--- config.mk ---
export PLATFORM = sky130hd
export DESIGN_NAME = pipe_ctrl_seq
export DESIGN_NICKNAME = d
export VERILOG_FILES = /design/src/rtl/pipe_ctrl_pkg.sv /design/src/rtl/pipe_hazard_det.sv /design/src/rtl/pipe_ctrl_seq.sv
export SDC_FILE = /design/constraint.sdc
export NUM_CORES = 1
export LEC_CHECK = 0
export CORE_ASPECT_RATIO = 0.5
export CORE_MARGIN = 5
export CORE_UTILIZATION = 53
export CTS_BUF_LIST = sky130_fd_sc_hd__clkbuf_2
export DETAILED_ROUTE_END_ITERATION = 16
export PLACE_DENSITY = 0.89
export SLEW_MARGIN = 10
export SYNTH_ARGS = -nofsm -noshare
export SYNTH_HDL_FRONTEND = slang
export SYNTH_SLANG_ARGS = --single-unit
--- constraint.sdc ---
create_clock -name clk -period 9.2 [get_ports clk]
set_input_delay 0.92 -clock clk [delete_from_list [all_inputs] [get_ports clk]]
set_output_delay 0.92 -clock clk [all_outputs]
set_load 0.02 [all_outputs]
--- src/rtl/pipe_ctrl_pkg.sv ---
// Shared constants for the pipeline control sequencer: control-bundle bit
// positions, stage field widths and the sequencer state encoding.
package pipe_ctrl_pkg;

  // bit positions inside the 9-bit ID control bundle
  localparam int WB_MEMTOREG = 8;
  localparam int WB_REGWRITE = 7;
  localparam int M_BRANCH    = 6;
  localparam int M_MEMREAD   = 5;
  localparam int M_MEMWRITE  = 4;
  localparam int EX_REGDST   = 3;
  localparam int EX_ALUSRC   = 2;
  localparam int EX_RTYPE    = 1;
  localparam int EX_BEQ      = 0;

  // field widths; the EX/MEM register keeps only the M and WB fields
  localparam int WB_W   = 2;
  localparam int M_W    = 3;
  localparam int EX_W   = 4;
  localparam int MEMB_W = WB_W + M_W;

  typedef enum logic [0:0] {
    ST_RUN      = 1'b0,
    ST_MEM_WAIT = 1'b1
  } state_t;

endpackage

--- src/rtl/pipe_hazard_det.sv ---
// Combinational stall detection for the instruction sitting in ID.
// Build option PIPE_CTRL_FWD_EN: when defined, a forwarding unit is assumed
// and only load-use dependencies stall; otherwise every RAW dependency on
// the EX or MEM stage stalls. Register 0 never creates a dependency.
module pipe_hazard_det
  import pipe_ctrl_pkg::*;
#(
  parameter int REG_AW = 5
) (
  input  logic              ex_memread,
  input  logic              ex_regwrite,
  input  logic [REG_AW-1:0] ex_dst,
  input  logic              mem_regwrite,
  input  logic [REG_AW-1:0] mem_dst,
  input  logic [REG_AW-1:0] id_rs,
  input  logic [REG_AW-1:0] id_rt,
  input  logic              id_uses_rt,
  output logic              stall
);

  logic ex_hit;
  logic mem_hit;

  assign ex_hit  = (ex_dst != '0) &&
                   ((ex_dst == id_rs) || (id_uses_rt && (ex_dst == id_rt)));
  assign mem_hit = (mem_dst != '0) &&
                   ((mem_dst == id_rs) || (id_uses_rt && (mem_dst == id_rt)));

`ifdef PIPE_CTRL_FWD_EN
  // regwrite bits and the MEM-stage compare are not needed when forwarding
  logic unused_fwd;
  assign unused_fwd = ^{ex_regwrite, mem_regwrite, mem_hit};
  assign stall      = ex_memread && ex_hit;
`else
  // a load always writes a register, so the memread term is kept only for
  // robustness against odd decoder bundles
  assign stall = ((ex_memread || ex_regwrite) && ex_hit) ||
                 (mem_regwrite && mem_hit);
`endif

endmodule

--- src/rtl/pipe_ctrl_seq.sv ---
// Pipeline control sequencer for the 5-stage MIPS core. Carries the decoded
// control bundle through ID/EX, EX/MEM and MEM/WB, inserts bubbles on
// hazards, flushes on taken branches / jumps and freezes during data
// memory handshakes. Build option: PIPE_CTRL_FWD_EN (see pipe_hazard_det).
//
//   state       | meaning
//   ------------+----------------------------------------------------
//   ST_RUN      | pipe advancing normally
//   ST_MEM_WAIT | data memory request outstanding, pipe frozen until ack
module pipe_ctrl_seq
  import pipe_ctrl_pkg::*;
#(
  parameter int CTRL_W = 9,
  parameter int REG_AW = 5,
  parameter int CNT_W  = 16
) (
  input  logic              clk,
  input  logic              rst_n,
  input  logic [CTRL_W-1:0] id_ctrl,
  input  logic              id_jump,
  input  logic [REG_AW-1:0] id_rs,
  input  logic [REG_AW-1:0] id_rt,
  input  logic              id_uses_rt,
  input  logic [REG_AW-1:0] id_dst,
  input  logic              mem_branch_taken,
  input  logic              dmem_ack,
  output logic              pc_write,
  output logic              ifid_write,
  output logic              ifid_flush,
  output logic              pc_sel_branch,
  output logic [EX_W-1:0]   ex_ctrl,
  output logic [M_W-1:0]    mem_ctrl,
  output logic [WB_W-1:0]   wb_ctrl,
  output logic [REG_AW-1:0] ex_dst,
  output logic [REG_AW-1:0] mem_dst,
  output logic [REG_AW-1:0] wb_dst,
  output logic              dmem_req,
  output logic [CNT_W-1:0]  bubble_cnt
);

  localparam logic [CNT_W-1:0] CNT_MAX = '1;

  state_t              state, state_nxt;
  logic [CTRL_W-1:0]   ex_bundle;
  logic [MEMB_W-1:0]   mem_bundle;
  logic                frozen;
  logic                hz_stall;
  logic                bubble_ex;
  logic                bubble_mem;
  logic [1:0]          bub_add;
  logic [CNT_W-1:0]    bub_add_ext;

  assign ex_ctrl     = ex_bundle[EX_REGDST:EX_BEQ];
  assign mem_ctrl    = mem_bundle[M_W-1:0];
  assign dmem_req    = mem_ctrl[M_MEMREAD-M_MEMWRITE] | mem_ctrl[0];
  assign frozen      = ~dmem_ack & ((state == ST_MEM_WAIT) | dmem_req);
  assign bub_add_ext = CNT_W'(bub_add);

  pipe_hazard_det #(
    .REG_AW (REG_AW)
  ) u_hazard (
    .ex_memread   (ex_bundle[M_MEMREAD]),
    .ex_regwrite  (ex_bundle[WB_REGWRITE]),
    .ex_dst       (ex_dst),
    .mem_regwrite (mem_bundle[WB_REGWRITE-M_MEMWRITE]),
    .mem_dst      (mem_dst),
    .id_rs        (id_rs),
    .id_rt        (id_rt),
    .id_uses_rt   (id_uses_rt),
    .stall        (hz_stall)
  );

  // sequencer state register
  always_ff @(posedge clk or negedge rst_n) begin
    if (!rst_n) state <= ST_RUN;
    else        state <= state_nxt;
  end

  // next state and per-cycle pipe control: freeze > flush > stall > jump
  always_comb begin
    state_nxt     = state;
    pc_write      = 1'b1;
    ifid_write    = 1'b1;
    ifid_flush    = 1'b0;
    pc_sel_branch = 1'b0;
    bubble_ex     = 1'b0;
    bubble_mem    = 1'b0;
    bub_add       = 2'd0;

    case (state)
      ST_RUN:      if (dmem_req && !dmem_ack) state_nxt = ST_MEM_WAIT;
      ST_MEM_WAIT: if (dmem_ack)              state_nxt = ST_RUN;
      default:                                state_nxt = ST_RUN;
    endcase

    if (frozen) begin
      pc_write   = 1'b0;
      ifid_write = 1'b0;
    end else if (mem_branch_taken) begin
      pc_sel_branch = 1'b1;
      ifid_flush    = 1'b1;
      bubble_ex     = 1'b1;
      bubble_mem    = 1'b1;
      bub_add       = 2'd2;
    end else if (hz_stall) begin
      pc_write   = 1'b0;
      ifid_write = 1'b0;
      bubble_ex  = 1'b1;
      bub_add    = 2'd1;
    end else if (id_jump) begin
      ifid_flush = 1'b1;
    end
  end

  // stage control registers; bubbles clear both control and destination
  always_ff @(posedge clk or negedge rst_n) begin
    if (!rst_n) begin
      ex_bundle  <= '0;
      ex_dst     <= '0;
      mem_bundle <= '0;
      mem_dst    <= '0;
      wb_ctrl    <= '0;
      wb_dst     <= '0;
    end else if (!frozen) begin
      wb_ctrl <= mem_bundle[MEMB_W-1:M_W];
      wb_dst  <= mem_dst;
      if (bubble_mem) begin
        mem_bundle <= '0;
        mem_dst    <= '0;
      end else begin
        mem_bundle <= ex_bundle[WB_MEMTOREG:M_MEMWRITE];
        mem_dst    <= ex_dst;
      end
      if (bubble_ex) begin
        ex_bundle <= '0;
        ex_dst    <= '0;
      end else begin
        ex_bundle <= id_ctrl;
        ex_dst    <= id_dst;
      end
    end
  end

  // saturating bubble counter
  always_ff @(posedge clk or negedge rst_n) begin
    if (!rst_n) begin
      bubble_cnt <= '0;
    end else if (bub_add != 2'd0) begin
      if (bubble_cnt > (CNT_MAX - bub_add_ext)) bubble_cnt <= CNT_MAX;
      else                                      bubble_cnt <= bubble_cnt + bub_add_ext;
    end
  end

endmodule

Yosys cells after proc, flatten, opt, wreduce, memory -nomap -nowiden

Cells that the tools add are included.

Register bits: 48
Logic and storage cells: 58
Output and inout port bits: 45
Input bits: 30

Multiplexer cells: 23
$lt $le $gt $ge: 1
Bitwise operators: 5
Reductions and logical operators: 15
Add/sub/neg operators: 2
Equal/unequal tests: 4

Operators with widths:

| kind                                             | number |
|---|---|
| equality test 5 bit                              | 4 |
| adder 16 x 2 -> 16 bit                           | 1 |
| greater-than comparator 16 bit                   | 1 |
| 2-to-1 mux 16 bit                                | 1 |
| 2-to-1 mux 1 bit                                 | 15 |
| 2-to-1 mux 5 bit                                 | 3 |
| nonzero test 5 bit                               | 2 |
| 2-to-1 mux 9 bit                                 | 1 |
| logical AND 1 bit                                | 7 |
| logical OR 1 bit                                 | 4 |
| 2-to-1 mux 2 bit                                 | 2 |
| subtractor 1 x 3 -> 4 bit (first input constant) | 1 |
| NOT 1 bit                                        | 2 |
| OR 1 bit                                         | 2 |
| one-hot mux 1 bit (2 select lines)               | 1 |
| nonzero test 2 bit                               | 1 |
| bitwise AND 1 bit                                | 1 |
| logical NOT 1 bit                                | 1 |

Longest topological paths before layout

Gate-level depths: netlist of run 1.

Depth in word-level cells: 12
Gate-level depth with buffers: 14
Depth with buffers taken out: 14

Modules after synthesis

A second synthesis of run 1 with hierarchy kept.

Cells, all modules: 273
Area, all modules: 2557.5 um^2

Modules (own cells, without submodules):

| module          | instances | area an instance (um^2) | cells each | seq. area each (um^2) |
|---|---|---|---|---|
| pipe_ctrl_seq   | 1         | 2298.5                  | 239        | 1201.2 |
| pipe_hazard_det | 1         | 259.0                   | 34         | 0.0 |

Worst setup path after synthesis of run 1

Ideal clock, no wire load.

Path kind: in2reg
Start: in dmem_ack
End: reg bubble_cnt[2]
Buffers on the path: 3
Stages: 14
Setup time: 0.077 ns
Arrival: 3.411 ns
Slack: 5.711 ns
Required time: 9.123 ns
Cell sequence: inv_1 -> o21ai_0 -> clkbuf_1 -> clkbuf_1 -> nand2_1 -> inv_1 -> ha_1 -> nand2_1 -> nand3_1 -> or4_4 -> buf_6 -> a21oi_1 -> a21oi_1 -> a21oi_1

Cells in the longest elaborated chain, start to end: 6
Elaborated cells on any way between the ends: 8
Classes of those cells: 2 x add/sub; 1 x order compare; 2 x mux; 2 x bitwise; 1 x reduce/logical

RTL lines:

| item                           | RTL line             | text |
|---|---|---|
| start: declaration             | pipe_ctrl_seq.sv:26  | `input logic dmem_ack,` |
| NOT 1 bit (*)                  | pipe_ctrl_seq.sv:56  | `assign frozen = ~dmem_ack & ((state == ST_MEM_WAIT) \| dmem_req);` |
| bitwise AND 1 bit (*)          | pipe_ctrl_seq.sv:56  |  |
| 2-to-1 mux 2 bit (*)           | pipe_ctrl_seq.sv:96  | `if (frozen) begin` |
| subtractor 1 x 3 -> 4 bit      | pipe_ctrl_seq.sv:149 | `if (bubble_cnt > (CNT_MAX - bub_add_ext)) bubble_cnt <= CNT_MAX;` |
| greater-than comparator 16 bit | pipe_ctrl_seq.sv:149 |  |
| 2-to-1 mux 16 bit              | pipe_ctrl_seq.sv:149 |  |
| end signal: assignment         | pipe_ctrl_seq.sv:150 | `else bubble_cnt <= bubble_cnt + bub_add_ext;` |
| end: declaration               | pipe_ctrl_seq.sv:38  | `output logic [CNT_W-1:0] bubble_cnt` |

Mark *: on every way between the ends. The rest lies on a longest branch, timed or not.
A chain may end at the register's enable or synchronous reset.

Worst setup path in the final report of run 1

Start: in dmem_ack
End: reg bubble_cnt[14]

Same word-level chain as after synthesis.

==> metrics.csv, run 1 <==
metric;value;unit
outcome;complete, no violations;
ys_ff_latch;48;
hold_viol_final;0;
tightest_slew;1.056;ns
crit_required;9.60;ns
path_buf_inv;6;
drt_iter0_markers;127;
track_usage;21.51;%
cts_setup_buffers;0;
path_delay_family;buffers and inverters;
max-slew-margin-rel;29.61;%
overflow;0;
worstHoldEndpoint;wb_ctrl[1]$_DFFE_PN0N_;
clkTransAtPathRegs;0.25;ns
firstDrtPassIters;4;
route.vias.total;2260;
numCtsBuffers;5;
die_w;108.6;um
num-nets-final;369;
synth.distinct_cells;41;
antenna_found_initial;0;
min_path_cells;2;
cts_tree;built;
postLayoutSetupSlackWorst;5.139;ns
totalNegativeSetupSlack;0;ns
yosysSeqAreaShare;46.58;%
rows;17;
cp_data_arrival_time;4.47;ns
r2r_cells;14;
cts-resized-gates;0;
rsz0062_at_grt;no;
fin_cells;402;
ant_nets;0;
synth_top_family_by_area;simple AND/OR/NAND/NOR gates;
synthMuxAreaShare;1.747;%
num_antenna_cells;0;
grt_pass1_vias;2179;
rrSetupSlack;5.34;ns
crit_path_start_kind;primary input;
syn_nets;307;
worst_r2r_endpoint;bubble_cnt[14]$_DFFE_PN0P_;
min_from;wb_ctrl[1]$_DFFE_PN0N_;
fin_crit;4.061;ns
crit_slowest_cell;or3_1;
path_cells;clkdlybuf4s50_1 > inv_1 > o21ai_1 > buf_4 > inv_2 > or3_1 > inv_1 > ha_1 > inv_1 > fa_1 > nor3_1 > nand2_1 > o21ai_0 > a31oi_1 > a31oi_1;
synth_compound_area_share;17.90;%
drive_above_1_share;6.548;%
cts_htree_levels;2;
worstPathMaxFanout;51;
synthSimpleGateAreaFrac;18.05;%
routed_wl;6547;um
die_y;59.33;um
num-fill-cells;340;
mostFrequentLayoutCells;clkdlybuf4s50_1 (73), nand2_1 (61), dfrtp_1 (48);
worst_path_largest_cell_delay;0.48;ns
critPathMostFrequentCell;inv_1;
cts-root-buf;clkbuf_2;
synth_fa_ha_area_share;2.232;%
port_buffers;74;
leakagePower;1.417;nW
grt_max_degree;52;
synth_area_per_cell;9.446;um2
max_cap_violations;0;
fin_crit_sh;44.14;%
synthArstFlopShare;100.0;%
total_power;0.6529;mW
synth_edf_count;0;
criticalPathCategory;primary input to register;
routed_via_density;5.622;
finalSetupViolCount;0;
postCtsHoldBufs;0;
holdCritPathClass;register to register;
initial_core_util;56.65;%
gp_congestion;0.8441;
reg2reg_from;mem_bundle[1]$_DFFE_PN0N_;
netlist_area;2579;um2
insertion_delay;0.47;ns
io_pins;75;
area_growth;28.82;%
post-place-cells;394;
layout_commonest_cell;clkdlybuf4s50_1;
slew_viol_final;0;
pwr_density_cell;196.5;nW/um2
max_freq;246.2;MHz
clock_sinks;48;
endpoint_kind;register;
grt_pass1_wl;10770;um
clock_skew;0.03439;ns
max-clock-path-buffers;2;
ir_drop;98.72;uV
hpwl;4732;um
synth_warnings;0;
drc_errors;0;
wl_per_cell;16.29;um
dp_slack;4.721;ns
design.die.area;6445;um2
syn_inst;273;
post_synth_xor_area_fraction;6.793;%
synth_ff_type;dfrtp_1;
fp.coreArea;4552;um2
## kinds of logic after synthesis
kind of cell	count (synthesis)
buffers and inverters	31
adders and majority gates	4
AOI/OAI and AO/OA	67
and+or+nand+nor	99
muxes	4
DFF	48
xor gates and xnor gates	20
## where the power goes
group | switching (mW) | internal (mW)
clock network | 0.0744 | 0.0189
registers | 0.0409 | 0.247
logic | 0.148 | 0.123
total | 0.264 | 0.389
## worst register-to-register path: cells and delay by family, from the launching register on
family	cells	cell delay [ns]
simple gates	4	1.36
buf+inv	4	0.76
fa+ha+maj	2	0.63
compound gates	4	0.62
flops	1	0.46
## cell type report
class	instances	area (um2)	share of cell area, %
clock buffers	5	25.02	0.7533
clock inverters	3	23.77	0.7156
inverters	11	41.29	1.243
multi-input cells	194	1205	36.27
flip-flops and latches	48	1201	36.16
well taps	66	82.58	2.486
repair buffers	75	743.2	22.37
## sequential cells by signal (all words and copies together) (netlist names)
register	count
ex_bundle	9
ex_dst	5
bubble_cnt	16
mem_bundle	5
state	1
mem_dst	5
wb_dst	5
wb_ctrl	2
## worst max path at each step
stage                  start  cells after the start  slack [ns]                          to
floorplan           dmem_ack                     14        5.71   bubble_cnt[2]$_DFFE_PN0P_
global placement    dmem_ack                     15        4.91  bubble_cnt[14]$_DFFE_PN0P_
detailed placement  dmem_ack                     14        4.72  bubble_cnt[12]$_DFFE_PN0P_
CTS                 dmem_ack                     15        5.23  bubble_cnt[14]$_DFFE_PN0P_
global route        dmem_ack                     15        5.01  bubble_cnt[14]$_DFFE_PN0P_
finish              dmem_ack                     15        5.14  bubble_cnt[14]$_DFFE_PN0P_
## metrics by stage
step | instance area, um2 | hold WS [ns] | util [%]
2_1_floorplan | 2579 | 0.4460 | -
3_3_place_gp | 3273 | 0.4567 | 71.91
3_5_place_dp | 3273 | 0.4634 | 71.91
4_1_cts | 3322 | 0.5202 | 72.98
5_1_grt | 3322 | 0.5416 | 72.98
6_report | 3322 | 0.5210 | 72.98
## synth_stat cells, types with 3 or more instances
cell | instances | area, um2
buf_6 | 3 | 33.78
dfrtp_1 | 48 | 1201
xnor2_1 | 20 | 175.2
clkbuf_1 | 7 | 26.28
a31oi_1 | 5 | 31.28
buf_4 | 9 | 67.56
a22o_1 | 13 | 113.9
ha_1 | 3 | 37.54
o21ai_0 | 13 | 65.06
a21oi_1 | 21 | 105.1
o21a_1 | 3 | 22.52
nor2_1 | 6 | 22.52
nor3_1 | 4 | 20.02
nand3_1 | 9 | 45.04
and3_1 | 5 | 31.28
nand2_1 | 61 | 229.0
inv_1 | 10 | 37.54
nand4_1 | 4 | 25.02
or4_1 | 3 | 22.52
## per-layer routing
layer,vias up,global-route usage (%),wire [um]
met5,-,0,0
met2,77,36.87,3305
li1,1075,-,-
met3,9,5.441,379
met4,0,5.935,65
met1,1099,27.42,2796
Power figures use the tool's default switching activity.
==> inputs of run 2 (changes only) <==
--- a/config.mk
+++ b/config.mk
@@ -7,10 +7,10 @@
 export LEC_CHECK = 0
 export CORE_ASPECT_RATIO = 0.5
 export CORE_MARGIN = 5
-export CORE_UTILIZATION = 53
+export CORE_UTILIZATION = 44
 export CTS_BUF_LIST = sky130_fd_sc_hd__clkbuf_2
 export DETAILED_ROUTE_END_ITERATION = 16
-export PLACE_DENSITY = 0.89
+export PLACE_DENSITY = 0.79
 export SLEW_MARGIN = 10
 export SYNTH_ARGS = -nofsm -noshare
 export SYNTH_HDL_FRONTEND = slang
==> constraint.sdc (replaced) <==
create_clock -name clk -period 3.45 [get_ports clk]
set_input_delay 0.345 -clock clk [delete_from_list [all_inputs] [get_ports clk]]
set_output_delay 0.345 -clock clk [all_outputs]
set_load 0.02 [all_outputs]
==> run 2 against run 1 <==
  * Clock skew shrank 0.013 ns
  * Die area grew 18%
  * Cell count grew 4.0%
  * Sequential power grew to 2.7 times the previous value
  * Largest cell class unchanged
  * Clock-buffer cell count is the same
  * Flip-flop and latch count is the same
  * Via count grew 0.71%
  * Core utilization shrank 11 points
  * Setup slack lost 4.8 ns
==> metrics.csv, run 2 (synthesized netlist as in run 1, its figures left out) <==
metric;value;unit
fin_crit;3.132;ns
antenna_found_initial;0;
hold_viol_final;0;
path_buf_inv;3;
mostFrequentLayoutCells;clkdlybuf4s50_1 (73), nand2_1 (61), dfrtp_1 (48);
wl_per_cell;16.00;um
max-slew-margin-rel;30.57;%
postCtsHoldBufs;0;
crit_required;3.79;ns
outcome;complete, no violations;
max_cap_violations;0;
grt_pass1_vias;2317;
track_usage;18.04;%
routed_via_density;5.445;
path_delay_family;simple AND/OR/NAND/NOR gates;
worstPathMaxFanout;6;
ir_drop;286.9;uV
endpoint_kind;register;
totalNegativeSetupSlack;0;ns
rows;19;
routed_wl;6686;um
leakagePower;1.501;nW
io_pins;75;
fp.coreArea;5587;um2
drc_errors;0;
cts_setup_buffers;0;
r2r_cells;15;
drt_iter0_markers;110;
slew_viol_final;0;
holdCritPathClass;primary input to asynchronous set/reset pin;
port_buffers;74;
largest-register;bubble_cnt;
clock_sinks;48;
hpwl;4944;um
cts-root-buf;clkbuf_2;
firstDrtPassIters;4;
max_freq;319.3;MHz
max-clock-path-buffers;2;
path_cells;xnor2_1 > nand3_1 > o22ai_2 > a22oi_2 > or3_1 > inv_1 > ha_1 > inv_1 > fa_1 > nor3_1 > buf_4 > nand2_1 > o21ai_0 > a31oi_1 > a31oi_1;
rsz0062_at_grt;no;
tightest_slew;1.041;ns
final_cell_area;3465;um2
design.die.area;7585;um2
numCtsBuffers;5;
area_growth;34.35;%
insertion_delay;0.41;ns
crit_path_start_kind;register;
die_w;118.3;um
largest_reg_flops;16;
pwr_density_cell;564.8;nW/um2
cts_tree;built;
gp_congestion;0.8532;
reg.largest.list;bubble_cnt (16), ex_bundle (9);
num_antenna_cells;0;
criticalPathCategory;register to register;
initial_core_util;46.16;%
rrSetupSlack;0.32;ns
overflow;0;
dpl_cell_area;3349;um2
ant_nets;0;
clkTransAtPathRegs;0.26;ns
cp_data_arrival_time;3.47;ns
die_y;64.14;um
worst_r2r_endpoint;bubble_cnt[14]$_DFFE_PN0P_;
grt_pass1_wl;11400;um
crit_slowest_cell;dfrtp_1;
finalSetupViolCount;0;
cts-resized-gates;0;
drive_above_1_share;8.986;%
clock_skew;0.02161;ns
fin_crit_sh;90.78;%
worst_path_largest_cell_delay;0.54;ns
reg2reg_from;ex_dst[4]$_DFFE_PN0N_;
layout_commonest_cell;clkdlybuf4s50_1;
num-nets-final;378;
route.vias.total;2276;
cts_htree_levels;2;
grt_max_degree;51;
[run 2: how the worst max path moves through the flow]
stage / end / cells past startpoint / start
2_1_floorplan: bubble_cnt[2]$_DFFE_PN0P_ / 14 / mem_bundle[1]$_DFFE_PN0N_
3_3_place_gp: bubble_cnt[14]$_DFFE_PN0P_ / 16 / id_rs[4]
3_5_place_dp: bubble_cnt[12]$_DFFE_PN0P_ / 15 / id_rs[1]
4_1_cts: pc_write / 7 / ex_dst[2]$_DFFE_PN0N_
5_1_grt: bubble_cnt[14]$_DFFE_PN0P_ / 15 / ex_dst[4]$_DFFE_PN0N_
6_report: bubble_cnt[14]$_DFFE_PN0P_ / 15 / ex_dst[4]$_DFFE_PN0N_
[run 2: final cells by class]
class / count / area [um2]
Clock buffer: 5 / 25.02
Clock inverter: 3 / 90.09
Fill cell: 473 / 2122
Inverter: 11 / 41.29
Multi-Input combinational cell: 194 / 1205
Sequential cell: 48 / 1201
Tap cell: 73 / 91.34
Timing Repair Buffer: 84 / 810.8
[run 2: per-stage QoR]
stage	total power [mW]	hold slack, ns	utilization (%)	setup slack, ns	cells
finish	1.957	0.06612	62.02	0.3179	418
global route	2.065	0.1192	62.02	0.01608	418
CTS	1.969	0.09662	62.02	0.2961	418
detailed placement	1.517	0.4642	59.96	0.02730	410
global placement	1.491	0.4516	59.96	0.1281	410
floorplan	1.197	0.04941	-	0.07246	273
[run 2: worst register-to-register path, cell delays in order (launching register included)]
cell and delay, ns:
dfrtp_1 0.54, xnor2_1 0.21, nand3_1 0.11, o22ai_2 0.21, a22oi_2 0.07, or3_1 0.34
inv_1 0.07, ha_1 0.17, inv_1 0.06, fa_1 0.40, nor3_1 0.23, buf_4 0.16
nand2_1 0.08, o21ai_0 0.16, a31oi_1 0.10, a31oi_1 0.15
[run 2: routing by layer]
layer / up-vias / part of all wire, % / global-route usage (%)
met3: 6 / 4.3 / 3.789
met2: 58 / 52 / 33.05
met4: 0 / 1.1 / 4.149
li1: 1089 / - / -
met1: 1123 / 43 / 22.11
met5: - / 0 / 0
[run 2: power by group]
group          total [mW]  switching [mW]  internal (mW)  leakage (nW)
logic               0.742           0.403          0.339         0.808
registers           0.766           0.107          0.659         0.630
clock network       0.448           0.181          0.267        0.0632
